--- src/rtl/twiddle_sched_pkg.sv ---
// rtl/twiddle_sched_pkg.sv - shared FSM states, frame constants and twiddle tag type
package twiddle_sched_pkg;

  localparam int N_LOG2_DEF = 5;
  localparam int N_STAGES   = N_LOG2_DEF;
  localparam int N_BFLY     = 2 ** (N_LOG2_DEF - 1);
  localparam int ROM_LAT    = 2;
  localparam int TAG_BFLY_W = N_LOG2_DEF - 1;

  typedef enum logic [1:0] {
    ST_IDLE,
    ST_RUN,
    ST_DRAIN,
    ST_DONE
  } state_e;

  typedef struct packed {
    logic                  valid;
    logic [2:0]            stage;
    logic [TAG_BFLY_W-1:0] bfly;
    logic                  last;
  } tw_tag_t;

endpackage

--- src/rtl/twiddle_sched_tag_pipe.sv ---
// rtl/twiddle_sched_tag_pipe.sv - tw_tag_pipe: DEPTH-stage tag delay line matching ROM read latency
module tw_tag_pipe
  import twiddle_sched_pkg::*;
#(
  parameter int DEPTH = 2
) (
  input  logic    clk,
  input  logic    rst,
  input  tw_tag_t tag_i,
  output tw_tag_t tag_o
);

  tw_tag_t pipe_q [DEPTH];

  always_ff @(posedge clk) begin
    if (rst) begin
      for (int i = 0; i < DEPTH; i++) pipe_q[i] <= '0;
    end else begin
      pipe_q[0] <= tag_i;
      for (int i = 1; i < DEPTH; i++) pipe_q[i] <= pipe_q[i-1];
    end
  end

  assign tag_o = pipe_q[DEPTH-1];

endmodule

--- src/rtl/twiddle_sched.sv ---
// rtl/twiddle_sched.sv - twiddle ROM address sequencer for a radix-2 FFT frame
// TWIDDLE_SCHED_DIT_EN selects decimation-in-time index ordering (default DIF).
module twiddle_sched #(
  parameter int N_LOG2  = 5,
  parameter int ADDR_W  = 4,
  parameter int ROM_LAT = 2
) (
  input  logic              clk,
  input  logic              rst,
  input  logic              start,
  input  logic              pause,
  output logic              busy,
  output logic              done,
  output logic              rom_en,
  output logic [ADDR_W-1:0] rom_addr,
  output logic              tw_valid,
  output logic [2:0]        tw_stage,
  output logic [ADDR_W-1:0] tw_bfly,
  output logic              tw_last
);

  import twiddle_sched_pkg::*;

  localparam int NB = 2 ** (N_LOG2 - 1);
  localparam int CW = (ROM_LAT > 1) ? $clog2(ROM_LAT) : 1;

  state_e            state_q, state_d;
  logic [2:0]        stage_q, stage_d;
  logic [ADDR_W-1:0] bfly_q, bfly_d;
  logic [CW-1:0]     drain_q, drain_d;
  logic              issue;
  logic              is_last;
  logic [ADDR_W-1:0] k_idx;
  tw_tag_t           tag_in, tag_out;

  assign is_last = (stage_q == 3'(N_LOG2 - 1)) && (bfly_q == ADDR_W'(NB - 1));

  always_comb begin
    k_idx = '0;
`ifdef TWIDDLE_SCHED_DIT_EN
    k_idx = ADDR_W'((32'(bfly_q) & ((32'd1 << stage_q) - 32'd1))
                    << (32'(N_LOG2 - 1) - 32'(stage_q)));
`else
    k_idx = ADDR_W'((32'(bfly_q) & ((32'd1 << (32'(N_LOG2 - 1) - 32'(stage_q))) - 32'd1))
                    << stage_q);
`endif
  end

  always_comb begin
    state_d = state_q;
    stage_d = stage_q;
    bfly_d  = bfly_q;
    drain_d = drain_q;
    issue   = 1'b0;
    case (state_q)
      ST_IDLE: begin
        if (start) begin
          state_d = ST_RUN;
          stage_d = '0;
          bfly_d  = '0;
        end
      end
      ST_RUN: begin
        if (!pause) begin
          issue = 1'b1;
          if (is_last) begin
            state_d = ST_DRAIN;
            drain_d = '0;
          end else if (bfly_q == ADDR_W'(NB - 1)) begin
            bfly_d  = '0;
            stage_d = stage_q + 3'd1;
          end else begin
            bfly_d = bfly_q + 1'b1;
          end
        end
      end
      // Hold until the last issued word has left the ROM output register.
      ST_DRAIN: begin
        if (drain_q == CW'(ROM_LAT - 1)) state_d = ST_DONE;
        else                             drain_d = drain_q + 1'b1;
      end
      ST_DONE: state_d = ST_IDLE;
      default: state_d = ST_IDLE;
    endcase
  end

  always_ff @(posedge clk) begin
    if (rst) begin
      state_q <= ST_IDLE;
      stage_q <= '0;
      bfly_q  <= '0;
      drain_q <= '0;
    end else begin
      state_q <= state_d;
      stage_q <= stage_d;
      bfly_q  <= bfly_d;
      drain_q <= drain_d;
    end
  end

  always_comb begin
    tag_in       = '0;
    tag_in.valid = issue;
    tag_in.stage = issue ? stage_q : 3'd0;
    tag_in.bfly  = issue ? TAG_BFLY_W'(bfly_q) : '0;
    tag_in.last  = issue & is_last;
  end

  tw_tag_pipe #(
    .DEPTH (ROM_LAT)
  ) u_tag_pipe (
    .clk   (clk),
    .rst   (rst),
    .tag_i (tag_in),
    .tag_o (tag_out)
  );

  assign busy     = (state_q != ST_IDLE);
  assign done     = (state_q == ST_DONE);
  assign rom_en   = issue;
  assign rom_addr = issue ? k_idx : '0;
  assign tw_valid = tag_out.valid;
  assign tw_stage = tag_out.stage;
  assign tw_bfly  = ADDR_W'(tag_out.bfly);
  assign tw_last  = tag_out.last;

endmodule

--- config.mk ---
export PLATFORM = sky130hd
export DESIGN_NAME = twiddle_sched
export DESIGN_NICKNAME = d
export VERILOG_FILES = /design/src/rtl/twiddle_sched_pkg.sv /design/src/rtl/twiddle_sched_tag_pipe.sv /design/src/rtl/twiddle_sched.sv
export SDC_FILE = /design/constraint.sdc
export NUM_CORES = 1
export LEC_CHECK = 0
export ABC_AREA = 1
export CORE_ASPECT_RATIO = 1.2
export CORE_UTILIZATION = 46
export DETAILED_ROUTE_END_ITERATION = 8
export PLACE_DENSITY = 0.73
export SYNTH_ARGS = -nofsm -noshare
export SYNTH_HDL_FRONTEND = slang
export SYNTH_SLANG_ARGS = --single-unit
--- constraint.sdc ---
create_clock -name clk -period 6.73 [get_ports clk]
set_input_delay 2.019 -clock clk [delete_from_list [all_inputs] [get_ports clk]]
set_output_delay 2.019 -clock clk [all_outputs]
set_load 0.1 [all_outputs]
; ---- After elaboration in Yosys (flattened, before gate mapping)
; Memories as Yosys holds them, arrays and structs flattened.
; Cells that the tools add are included.
[word_totals]
out_inout_bits = 16
ram_bits = 18
input_bits = 4
reg_bits = 10
memories = 1
[memory_table]
columns = name, words, word_bits, read_ports, rd_clocked_by_memory_dff, wr, line_no
row1 = u_tag_pipe.pipe_q, 2, 9, 2, 0, 2, twiddle_sched_tag_pipe.sv:13  ; tw_tag_t pipe_q [DEPTH];
[op_classes]
n_bitwise = 4
mux = 29
n_shift = 2
n_eq_ne = 11
n_reduce_logical = 9
addsub = 5
[ops]
columns = operator, n
row1 = AND 4 x 32 -> 32 bit, 1
row2 = << shifter 1 x 32 -> 32 bit (first input constant), 1
row3 = << shifter 32 x 3 -> 4 bit, 1
row4 = subtractor 32 x 1 -> 32 bit (second input constant), 1
row5 = 2-to-1 mux 4 bit, 6
row6 = 2-to-1 mux 9 bit, 2
row7 = 2-to-1 mux 3 bit, 5
row8 = inequality test 2 bit (second input constant), 6
row9 = 2-to-1 mux 1 bit, 8
row10 = 2-to-1 mux 2 bit, 4
row11 = one-hot mux 2 bit (4 select lines), 1
row12 = one-hot mux 4 bit (2 select lines), 1
row13 = AND reduction 4 bit, 2
row14 = one-hot mux 3 bit (2 select lines), 1
row15 = nonzero test 2 bit, 3
row16 = AND reduction 5 bit, 1
row17 = adder 4 x 1 -> 4 bit (second input constant), 1
row18 = == test 2 bit (second input constant), 2
row19 = == test 4 bit (second input constant), 1
row20 = subtractor 3 x 3 -> 4 bit (first input constant), 1
row21 = adder 3 x 1 -> 3 bit (second input constant), 1
row22 = == test 3 bit (second input constant), 1
row23 = AND reduction 3 bit, 1
row24 = == test 2 x 1 -> 1 bit (second input constant), 1
row25 = 6 further kinds, 7

; ---- Logic depth before layout (Yosys ltp)
; Gate-level depths: netlist (run 1).
[depth]
word_depth = 6
depth_mapped = 13

; ---- Modules after synthesis
; From an unflattened synthesis (run 1), not the netlist that was laid out.
[hier_totals]
hier_cells = 204
area_unflattened_um2 = 1537.7
[modules_own_cells]
columns = module, seq_area_each_um2, cells_per_inst, area_each_um2, instances
row1 = twiddle_sched, 200.2, 139, 948.4, 1
row2 = tw_tag_pipe, 360.3, 65, 589.3, 1

; ---- Least setup slack after synthesis (run 1)
; Ideal clock, no wire load.
[synth_timing]
kind = input -> output
startpoint = input port pause
endpoint = output port rom_addr[2]
slack_ns = 0.437
arrival_time_ns = 4.274
stages = 5
t_required_ns = 4.711
path_cell_list = nor2_4 > inv_2 > nor2_2 > nand2_1 > a21oi_1
[synth_via]
elab_chain_cells = 3
[synth_lines]
columns = element, line_no
row1 = from (decl), twiddle_sched.sv:11  ; input logic pause,
row2 = 2-to-1 mux 1 bit, twiddle_sched.sv:64  ; if (!pause) begin
row3 = 2-to-1 mux 1 bit, twiddle_sched.sv:55  ; case (state_q)
row4 = 2-to-1 mux 4 bit, twiddle_sched.sv:121  ; assign rom_addr = issue ? k_idx : '0;
row5 = to (decl), twiddle_sched.sv:15  ; output logic [ADDR_W-1:0] rom_addr,
; No other way between the ends.

; ---- Final worst setup path (run 1)
[layout_timing]
startpoint = input port pause
endpoint = output port rom_addr[0]
; Same word-level chain as after synthesis.

==> run summary, run 1 <==
Across the routed clock network, the largest skew measured is ~1.2 ps. The library cell occupying the most area in the post-synthesis netlist is sky130_fd_sc_hd__dfxtp_1. During placement, the flow inserted port buffers numbering 19. The net count of the mapped netlist came out at 192. The area fraction of the dominant cell type after synthesis is 40.54%.

The post-synthesis cell count is 178. Measured against its own limit, the worst slew margin works out to between 30% and 40%. Adding up every negative setup slack in the final design gives 0 ps. The detailed-route DRC error count came out at 0.

The run finished with clean final reports. The tree built by TritonCTS fans out to 28 sinks. The number of failing setup endpoints in the final timing report is 0.

The total grt overflow is 0. The minimum period implied by the final worst setup slack came out at approximately 5400 ps. The final layout net count is about 210.

The longest clock path from root to sink contains 2 buffers. The sum of net half-perimeters after detailed placement is 1884 microns. The path category of the worst min-delay check is reg2reg.

The first-pass GRT wire length is 3857 microns. The total of cells resized after clock tree synthesis came out at 0. The register clock-pin slew on the reported worst setup and hold paths came out at 140 ps. The ratio of total power to cell area came out at 380.2 mW/mm^2. The cell area after placement came out at 0.001538 sq mm. The post-synthesis sequential area ratio is 40.54%. The core region is 0.002811 sq mm. Setup repair after global routing left no endpoint under its margin.

The pin slew with the least headroom to its limit is roughly 970 ps. The count of nets left with antenna violations once routing finished came out at 0. The total number of placement rows came out at 21. The post-route netlist has 15.71% of its cells at a drive strength greater than 1. The layout overhead on the synthesized area came out at 13.85%.

After routing the design area is approximately 0.0016 sq mm. The number of CTS-inserted buffers came out at 3. The number of antenna diodes came out at 0.

Overall power consumption after layout is estimated at 0.5984 mW. The number of distinct library cells after synthesis came out at 28. The pin count of the biggest net entering global routing came out at 17. The clock network latency to the later pin of the worst-skew pair came out at ~310 ps. In this run the count of I/O pins placed on the die edge is 20. The starting DRC count in detailed routing came out at 26. Leaving out fill and tap cells, the most frequent cell in the layout is sky130_fd_sc_hd__dfxtp_1. The area enclosed by the die boundary is 0.003230 sq mm. The peak supply drop is 0.0002142 V. TritonCTS built the clock tree. In this run the critical register-to-register path is captured at stage_q[1]. The average cell area after synthesis came out at 7.767 sq um.

The final-report max-slew violation count was 0. The total global-route track usage is 16.31%. The via count of the first global-routing pass was 962. The clock root buffer is sky130_fd_sc_hd__clkbuf_4.

The detailed router placed ~1100 vias in this run. The die boundary width came out at 52.05 microns. The H-tree depth reported by CTS is 1. The required time reported for the critical path endpoint came out at around 4700 ps. Data on the critical path arrives at its endpoint at 3340 ps. STA classifies the critical path startpoint as an input pin. After detailed routing, the average wire length per cell comes to 10.98 microns. After detailed routing, the number of vias per cell comes to 4.933.

The internal reg-to-reg setup slack is 4800 ps. The number of max-cap violations came out at 0. In this run, post-CTS hold repair placed 0 buffers. The chip height is 62.06 microns.

The end of the worst hold path is u_tag_pipe.pipe_q[0][10]. In the layout the commonest cells are sky130_fd_sc_hd__dfxtp_1, sky130_fd_sc_hd__inv_1, sky130_fd_sc_hd__nor2_1. The count of cells along the worst hold path is 2.

The post-synth design cell area came out at 0.001383 sq mm. Yosys printed 0 warnings. In the finished design, the share of the clock period the worst path needs comes to roughly four fifths. The initial utilization of the core area, before any placement, comes to 49.18%. The global placer's final weighted congestion came out at 0.8778. By startpoint and endpoint, the worst setup path is classified as in2out. Measured in cells, the most critical reg-to-reg path has a length of 10.

The number of detailed-routing iterations run before antenna repair is 4. Of all nets on the critical path, the largest fanout is 3. The highest attainable clock frequency came out at 186.5 MHz. The synthesis-stage register bit count came out at 28. The leakage power total is around 0.64 nW. The number of antenna violations at the first check in global routing came to 0. In this run the most critical hold path is launched from u_tag_pipe.pipe_q[0][1].

The worst setup path is captured at an output pin. In this run the critical register-to-register path is launched from stage_q[0]. Ranked by total cell area, the synthesized netlist is headed by sky130_fd_sc_hd__dfxtp_1, sky130_fd_sc_hd__ha_1, sky130_fd_sc_hd__inv_1, sky130_fd_sc_hd__nor2_1, sky130_fd_sc_hd__nand2_1. Buffers added to address setup during post-CTS repair amount to 0. The number of hold violations in the final report came out at 0. The wire length after detailed routing is 2471 microns.
-- cells in the mapped netlist --
| library cell | count |
|---|---|
| sky130_fd_sc_hd__nand3_2 | 1 |
| sky130_fd_sc_hd__a211oi_1 | 1 |
| sky130_fd_sc_hd__nor2_4 | 2 |
| sky130_fd_sc_hd__buf_2 | 1 |
| sky130_fd_sc_hd__inv_2 | 3 |
| sky130_fd_sc_hd__nand3_1 | 7 |
| sky130_fd_sc_hd__nor2_1 | 27 |
| sky130_fd_sc_hd__nand3b_1 | 1 |
| sky130_fd_sc_hd__xor2_1 | 1 |
| sky130_fd_sc_hd__o21ai_2 | 1 |
| sky130_fd_sc_hd__ha_1 | 10 |
| sky130_fd_sc_hd__inv_1 | 27 |
| sky130_fd_sc_hd__nor3_1 | 1 |
| sky130_fd_sc_hd__dfxtp_1 | 28 |
| sky130_fd_sc_hd__o211ai_1 | 1 |
| sky130_fd_sc_hd__nand2_1 | 25 |
| sky130_fd_sc_hd__nor2_8 | 1 |
| sky130_fd_sc_hd__buf_4 | 7 |
| sky130_fd_sc_hd__o21ai_1 | 1 |
| sky130_fd_sc_hd__nand4_1 | 7 |
| sky130_fd_sc_hd__nand2_2 | 4 |
| sky130_fd_sc_hd__or2_2 | 2 |
| sky130_fd_sc_hd__a21oi_1 | 6 |
| sky130_fd_sc_hd__a21oi_2 | 3 |
| sky130_fd_sc_hd__nor2_2 | 4 |
| sky130_fd_sc_hd__xnor2_1 | 1 |
| sky130_fd_sc_hd__o21ai_0 | 3 |
| sky130_fd_sc_hd__clkbuf_1 | 2 |
-- power breakdown --
| part | switching (mW) | leakage (nW) | total (mW) | internal (mW) |
|---|---|---|---|---|
| Clock | 0.0464 | 0.0210 | 0.0794 | 0.0330 |
| Sequential | 0.0166 | 0.227 | 0.199 | 0.182 |
| Combinational | 0.225 | 0.392 | 0.320 | 0.0947 |
| Total | 0.288 | 0.640 | 0.598 | 0.310 |
-- layer usage --
| metal | wire, microns | global-route usage (%) |
|---|---|---|
| met4 | 92 | 10.81 |
| met3 | 74 | 2.920 |
| met5 | 0 | 0 |
| met1 | 1079 | 17.80 |
| met2 | 1224 | 28.94 |
-- registers in the layout, indices dropped and copies added (netlist names) --
| register | cells |
|---|---|
| stage_q | 3 |
| state_q | 2 |
| u_tag_pipe.pipe_q | 18 |
| bfly_q | 4 |
| drain_q | 1 |
-- worst max-delay path, stage by stage --
cell	delay, ps
sky130_fd_sc_hd__clkdlybuf4s50_1	460
sky130_fd_sc_hd__nor2_4	150
sky130_fd_sc_hd__inv_2	70
sky130_fd_sc_hd__nor2_2	130
sky130_fd_sc_hd__nand2_1	80
sky130_fd_sc_hd__nor2_1	120
sky130_fd_sc_hd__buf_4	300
-- cell type report --
| cell class | instances | area (sq um) |
|---|---|---|
| Multi-Input combinational cell | 110 | 644.4 |
| Fill cell | 261 | 1237 |
| Inverter | 30 | 112.6 |
| Timing Repair Buffer | 19 | 177.7 |
| Sequential cell | 28 | 560.5 |
| Tap cell | 34 | 42.54 |
| Clock buffer | 4 | 36.28 |
-- through the flow --
stage / setup slack, ps / std cells / hold WS (ps) / utilization (%)
2_1_floorplan: 437.4 / 178 / 388.3 / -
5_1_grt: 1266 / 225 / 426.7 / 55.99
3_3_place_gp: 1441 / 221 / 390.7 / 54.70
6_report: 1367 / 225 / 411.2 / 55.99
4_1_cts: 1367 / 225 / 412.6 / 55.99
3_5_place_dp: 1373 / 221 / 393.8 / 54.70
-- how the worst max path moves through the flow --
stage	from	to	slack [ps]
after global placement	pause	rom_addr[0]	1440
after global routing	pause	rom_addr[0]	1270
after CTS	pause	rom_addr[2]	1370
after floorplan	pause	rom_addr[2]	440
after detailed placement	pause	rom_addr[2]	1370
final	pause	rom_addr[0]	1370
-- logic make-up after synthesis --
kind of cell / share of synthesized area [%]
xor+xnor: 1.267
buf+inv: 12.85
fa+ha+maj: 9.050
compound gates: 7.240
flops: 40.54
simple gates: 29.05
(Power assumes the default switching activity.)
==> inputs of run 2 (changes only) <==
Clock period 6.73 ns to 5 ns, I/O delays scaled along.
==> run 2 against run 1 <==
Against the previous run:
- clock power up 31%
- first-iteration DRC count unchanged
- non-clock buffer count unchanged
- sequential share of layout area down 1.3 points
- routed wire length down 1.0%
- total power up 35%
- final cell count unchanged
- largest cell class unchanged
==> run summary, run 2 (synthesis results as in run 1) <==
The tree built by TritonCTS fans out to 28 sinks. Summing all multi-input logic gate instances after layout gives between 600 and 700 sq um. The highest attainable clock frequency is about 220 MHz. Tracing the worst setup path back leads to its startpoint at stage_q[0]. The flip-flop count of the largest register, all copies and words added came out at 18. The core region is between 0.002 and 0.003 sq mm. In this run the worst hold path is classified as reg2reg. The number of detailed-routing iterations run before antenna repair came out at 4. Across the run, the number of max-cap violations was 0.

The total overflow left after global routing is 0. The clock root buffer is sky130_fd_sc_hd__clkbuf_4. The number of CTS-inserted buffers is 3. Global routing used 16.21% of the available tracks.

The final-report max-slew violation count is 0. The flow ran to the end, and the final reports show no timing, DRC or antenna violations. The number of antenna violations at the first check in global routing came to 0. Dividing total power by cell area gives a power density of 495.9 mW/mm^2. The peak supply drop came out at roughly 0.00026 V. In this run the worst path has a maximum fanout of 11.

The pin count of the biggest net entering global routing is 17. After clock tree synthesis, the repair step resized 0 gates. The layout overhead on the synthesized area came out at 18.01%.

In this run the static leakage power is 0.6507 nW. The average vias per placed instance is 4.938. The die is 52.05 microns wide. The final layout net count came out at 206. Setup repair after global routing left no endpoint under its margin. The initial cell density of the core is 49.18%. The final period utilization came out at 89.98%. The pin slew with the least headroom to its limit came out at 965.0 ps. The number of antenna diodes is 0.

Prior to clock tree synthesis, the placed netlist has a worst setup slack of 688.6 ps. The share of power burned in registers came out at roughly 33%. The sum of net half-perimeters after detailed placement is 1946 microns.

The detailed-route DRC error count came out at 0. The wire length per cell came out at 10.87 microns. Clock-pin slew was measured on the worst setup and hold paths at 140 ps. No sink is reached through more buffers than the 2 on the longest clock path. The starting DRC count in detailed routing is 26. The register cell area after layout came out at between 500 and 600 sq um. The power spent charging and discharging nets is 0.3864 mW. TritonCTS built the clock tree. The worst path in the final design needs a cycle of 4499 ps, including I/O delays and setup. Measured against its own limit, the worst slew margin works out to 35.47%.

Buffers added to address setup during post-CTS repair amount to 0. The number of vias after detailed routing came out at 1111. The path type of the worst setup path is reg2out.

For the worst setup path, the data required time is 3500 ps. The number of hold violations in the final report is 0. The data arrival time of the critical path is 3000 ps. The number of port buffers is 19.

The total number of placement rows came out at 21. The launching element type of the critical path is a register. Setup violations remaining at the end of the flow were counted as 0. The count of hold buffers inserted by post-cts repair came out at 0. The H-tree depth reported by CTS came out at 1.

After layout, the design draws a total of a little over 0.8 mW. The via count of the first global-routing pass came out at 970. The count of nets left with antenna violations after detail routing is 0. The global placer's final weighted congestion came out at 0.8235. The first-pass GRT wire length is 3926 microns. The design internal power is 0.4227 mW.

The largest registers in the layout are u_tag_pipe.pipe_q x18, bfly_q x4, stage_q x3. The chip height came out at approximately 62 microns. More flip-flops sit in one register than any other, and that register is u_tag_pipe.pipe_q. The switching part of the total power is 47.75%. The part of the power in the clock network came out at approximately 13%. The area enclosed by the die boundary came out at 0.003230 sq mm. The worst-case clock skew is 10.57 ps. The launch point of the worst hold path is u_tag_pipe.pipe_q[0][3]. 20 I/O pins were placed.

The worst setup path is captured at an output pin. The setup slack of the critical path after layout is 501.0 ps. The wire length after detailed routing came out at 2446 microns.

Per report_power, the combinational group accounts for a little over half of the total. The post-route netlist has approximately 17% of its cells at a drive strength greater than 1. The clock network latency to the later pin of the worst-skew pair is 310 ps. The top cell types in the final layout, fill and taps aside, are sky130_fd_sc_hd__dfxtp_1, sky130_fd_sc_hd__inv_1, sky130_fd_sc_hd__nor2_1.

Fill cells in the final layout number 262. The most common cell after layout, fill and taps aside is sky130_fd_sc_hd__dfxtp_1. The reg-to-reg critical path startpoint is stage_q[0].
[run 2: cell type report]
type	count	area share (%)
inverter	30	6.902
multi-input combinational	110	39.95
sequential	28	34.36
timing repair buffer	19	13.96
clock buffer	4	2.224
tap	34	2.607
[run 2: per-stage QoR]
step	setup TNS, ps	cell area (sq um)	util, %	cells	hold WS (ps)
floorplan	-148.9	1390	-	178	388.3
global placement	0	1595	56.74	221	388.3
detailed placement	0	1595	56.74	221	393.1
CTS	0	1632	58.03	225	413.9
global route	0	1632	58.03	225	422.5
finish	0	1632	58.03	225	405.7
[run 2: final timing paths]
kind,endpoint,slack (ps),cells past startpoint
worst max register to register,stage_q[1],3080,10
worst min register to register,u_tag_pipe.pipe_q[0][12],410,2
worst min-delay path,u_tag_pipe.pipe_q[0][12],410,2
worst max-delay path,rom_addr[3],500,13
[run 2: power by group through the flow]
stage	Clock, mW	Combinational, mW	Sequential (mW)
final	0.104	0.437	0.267
after detailed placement	0	0.436	0.271
after global routing	0.117	0.483	0.269
after floorplan	0	0.352	0.270
after global placement	0	0.425	0.272
after CTS	0.109	0.437	0.267
[run 2: metal layers]
layer / global-route usage (%) / vias to the layer above / routed length [microns]
met1: 18.87 / 512 / 1094
met5: 0 / - / 0
met4: 7.722 / 0 / 39
met3: 2.190 / 6 / 68
li1: - / 571 / -
met2: 29.30 / 22 / 1244
[run 2: worst max-delay path: stages (launching register included)]
cell and delay (ps):
sky130_fd_sc_hd__dfxtp_1 450, sky130_fd_sc_hd__inv_1 200, sky130_fd_sc_hd__ha_1 250, sky130_fd_sc_hd__ha_1 310, sky130_fd_sc_hd__inv_1 90, sky130_fd_sc_hd__nand4_1 150, sky130_fd_sc_hd__ha_1 300, sky130_fd_sc_hd__or2_2 300
sky130_fd_sc_hd__nand2_1 60, sky130_fd_sc_hd__o21ai_0 100, sky130_fd_sc_hd__nand2_1 80, sky130_fd_sc_hd__nand2_1 60, sky130_fd_sc_hd__a21oi_2 160, sky130_fd_sc_hd__buf_12 190
==> inputs of run 3 (changes only) <==
Settings changed: CORE_MARGIN set to 4, CTS_CLUSTER_SIZE set to 20, PLACE_DENSITY 0.73 to 0.76.
Clock period 5 ns to 3.82 ns, I/O delays scaled along.
==> run 3 against run 2 <==
Against the previous run:
- worst setup slack lost 350 ps
- routed wire length grew 5.1%
- count of clock-buffer cells in the layout is 1 lower
- flip-flop and latch count stayed put
- non-clock buffer count grew 5
- via count fell by 0.63%
- utilization up 3.4 points
- global-route usage decreased by 1.3 points
- critical path depth is the same
- clock power rose by 82%
==> run summary, run 3 (synthesis results as in run 1) <==
The layout overhead on the synthesized area is 26.06%. The first-pass GRT wire length is about 4600 microns. STA classifies the critical path endpoint as an output pin. The initial utilization of the core area, before any placement, comes to 48.72%. The via count of the first global-routing pass came out at between 1000 and 1500. TritonCTS built the clock tree. The required time reported for the critical path endpoint is 2670 ps. The post-layout utilization of the core is 61.42%. For this run the aggregate overflow at the end of global routing stands at 0.

The worst-case clock skew is 3.835 ps. In this run the remaining antenna-violating nets after routing total 0. Counting the buffers created by CTS gives 3. Derived from the worst setup path, the maximum achievable clock frequency is 272.9 MHz. The number of hold violations in the final report is 0. Of the available clock period, the critical path in the final layout requires 95.93%. The number of non-filler instances in the completed layout came out at 230. The register clock-pin slew on the reported worst setup and hold paths came out at 140 ps. In this run the worst hold path is classified as reg2reg.

The congestion estimate from routability-driven global placement came to 0.8156. The final layout net count is 211. Port buffering added 19 buffers.

The largest registers in the layout are u_tag_pipe.pipe_q x18, bfly_q x4, stage_q x3. The average vias per placed instance is 4.800. The ratio of total power to cell area is 684.1 mW/mm^2. For this run, the total global-route usage over all layers was measured as 14.89%.

In this run the horizontal extent of the chip is between 50 and 60 microns. Across all hold checks on the routed design, the worst slack comes to 410.4 ps. CTS built an H-tree with a depth of 1.

The number of detailed-routing iterations run before antenna repair came out at 5. The chip height is 68.06 microns. The floorplan has 21 rows. The critical path is of the reg2out type. Wires add up to approximately 2600 microns.

Setup violations remaining at the end of the flow were counted as 0. The wire length per cell came out at 11.18 microns. The clock passes through at most 2 buffers.

The starting DRC count in detailed routing came out at 40. The worst setup path is launched from a register. In the layout the commonest cells are sky130_fd_sc_hd__nor2_1, sky130_fd_sc_hd__dfxtp_1, sky130_fd_sc_hd__inv_1, sky130_fd_sc_hd__nand2_1, sky130_fd_sc_hd__clkdlybuf4s50_1. The largest register by flop count is u_tag_pipe.pipe_q.

The final-report max-slew violation count is 0. The core footprint came out at 0.002838 sq mm. The sink count of the clock tree came out at 28.

The number of antenna violations at the first check in global routing came out at 0. The boundary pin count is 20. The minimum period implied by the final worst setup slack came out at roughly 3700 ps.

The register with the most flip-flops in the layout has 18 of them. The area enclosed by the die boundary is 0.003950 sq mm. The data arrival time of the critical path is 2520 ps. The tree is rooted in a sky130_fd_sc_hd__clkbuf_4. The leakage power total came out at 0.6879 nW. The pin slew with the least headroom to its limit is 970.8 ps. In the routed design, unresolved DRC markers number 0.

Of the cells placed in the final design, the portion with a size suffix greater than 1 is 26.02%. The number of vias after detailed routing is ~1100. The wire-length estimate of the detail-placed layout is about 2000 microns. The number of cells after detailed placement is 223. The worst-case headroom to the max-slew limit is 35.08%. The peak supply drop is roughly 0.00038 V.

The clock network latency to the later pin of the worst-skew pair is 320 ps. The number of antenna diodes came out at 0. Max-cap violations in this run came to 0. The pin count of the biggest net entering global routing is 17. The worst-path maximum fanout is 2.

The run finished with clean final reports.
## run 3: cell types whose count changed in the layout (fill, tap and decap cells not counted), moves of 2 or more
cell                              before  now
sky130_fd_sc_hd__o21ai_0               3    1
sky130_fd_sc_hd__a21oi_2               5    3
sky130_fd_sc_hd__clkdlybuf4s50_1      14   12
sky130_fd_sc_hd__dfxtp_4               0    2
sky130_fd_sc_hd__ha_1                 10    8
sky130_fd_sc_hd__nor2_1               27   25
sky130_fd_sc_hd__a21oi_4               0    2
sky130_fd_sc_hd__nor2_2                4    6
sky130_fd_sc_hd__buf_4                 1    7
sky130_fd_sc_hd__dfxtp_1              28   25
sky130_fd_sc_hd__inv_1                27   24
sky130_fd_sc_hd__inv_2                 3    6
## run 3: what timing repair did
action | CTS | global route
hold endpoints to repair | 0 | 0
hold buffers | 0 | 0
pin swaps | 1 | 3
endpoints found under the setup margin | 3 | 3
resized for setup | 5 | 9
setup buffers | 3 | 0
## run 3: report_power, final
| part | internal, mW | switching [mW] | total, mW |
|---|---|---|---|
| Sequential | 0.326 | 0.0254 | 0.351 |
| Combinational | 0.220 | 0.432 | 0.652 |
| Clock | 0.106 | 0.0832 | 0.189 |
| Total | 0.652 | 0.540 | 1.19 |
## run 3: worst paths after layout
check / startpoint / endpoint / slack [ps] / depth (start not counted)
min reg2reg: u_tag_pipe.pipe_q[0][1] / u_tag_pipe.pipe_q[0][10] / 410 / 2
max reg2reg: bfly_q[0] / bfly_q[0] / 2220 / 7
min: u_tag_pipe.pipe_q[0][1] / u_tag_pipe.pipe_q[0][10] / 410 / 2
max: stage_q[1] / rom_addr[3] / 160 / 13
## run 3: area by class of cell
cell class | count | area, sq um
fill | 235 | 1095
clock inverter | 1 | 30.03
timing repair buffer | 24 | 272.8
clock buffer | 3 | 22.52
tap | 34 | 42.54
inverter | 30 | 112.6
multi-input combinational | 110 | 693.2
sequential | 28 | 569.3
## run 3: worst max-delay path, cell delays in order (launching register included)
cell and delay [ps]:
sky130_fd_sc_hd__dfxtp_4 380, sky130_fd_sc_hd__inv_2 40, sky130_fd_sc_hd__ha_2 180, sky130_fd_sc_hd__ha_4 220, sky130_fd_sc_hd__inv_2 50, sky130_fd_sc_hd__nand4_1 110, sky130_fd_sc_hd__ha_1 310, sky130_fd_sc_hd__or2_2 300
sky130_fd_sc_hd__nand2_1 80, sky130_fd_sc_hd__o21ai_2 60, sky130_fd_sc_hd__nand2_1 90, sky130_fd_sc_hd__nand2_2 60, sky130_fd_sc_hd__a21oi_4 140, sky130_fd_sc_hd__buf_12 190
## run 3: metrics by stage
| step | TNS (ps) | area [sq um] | power, mW | setup WS (ps) |
|---|---|---|---|---|
| after detailed placement | 0 | 1638 | 0.9548 | 173.3 |
| after CTS | 0 | 1720 | 1.174 | 35.80 |
| final | 0 | 1743 | 1.192 | 155.4 |
| after global placement | 0 | 1638 | 0.9369 | 233.6 |
| after floorplan | -245.4 | 1410 | 0.8240 | -123.5 |
| after global routing | -14.42 | 1743 | 1.285 | -14.42 |
## run 3: layer usage
| metal | vias to the layer above | track usage [%] | wire [microns] | part of all wire (%) |
|---|---|---|---|---|
| met5 | - | 0 | 0 | 0 |
| met4 | 0 | 5.797 | 44 | 1.7 |
| li1 | 584 | - | - | - |
| met3 | 6 | 2.642 | 89 | 3.5 |
| met2 | 28 | 27.54 | 1328 | 52 |
| met1 | 486 | 16.86 | 1108 | 43 |
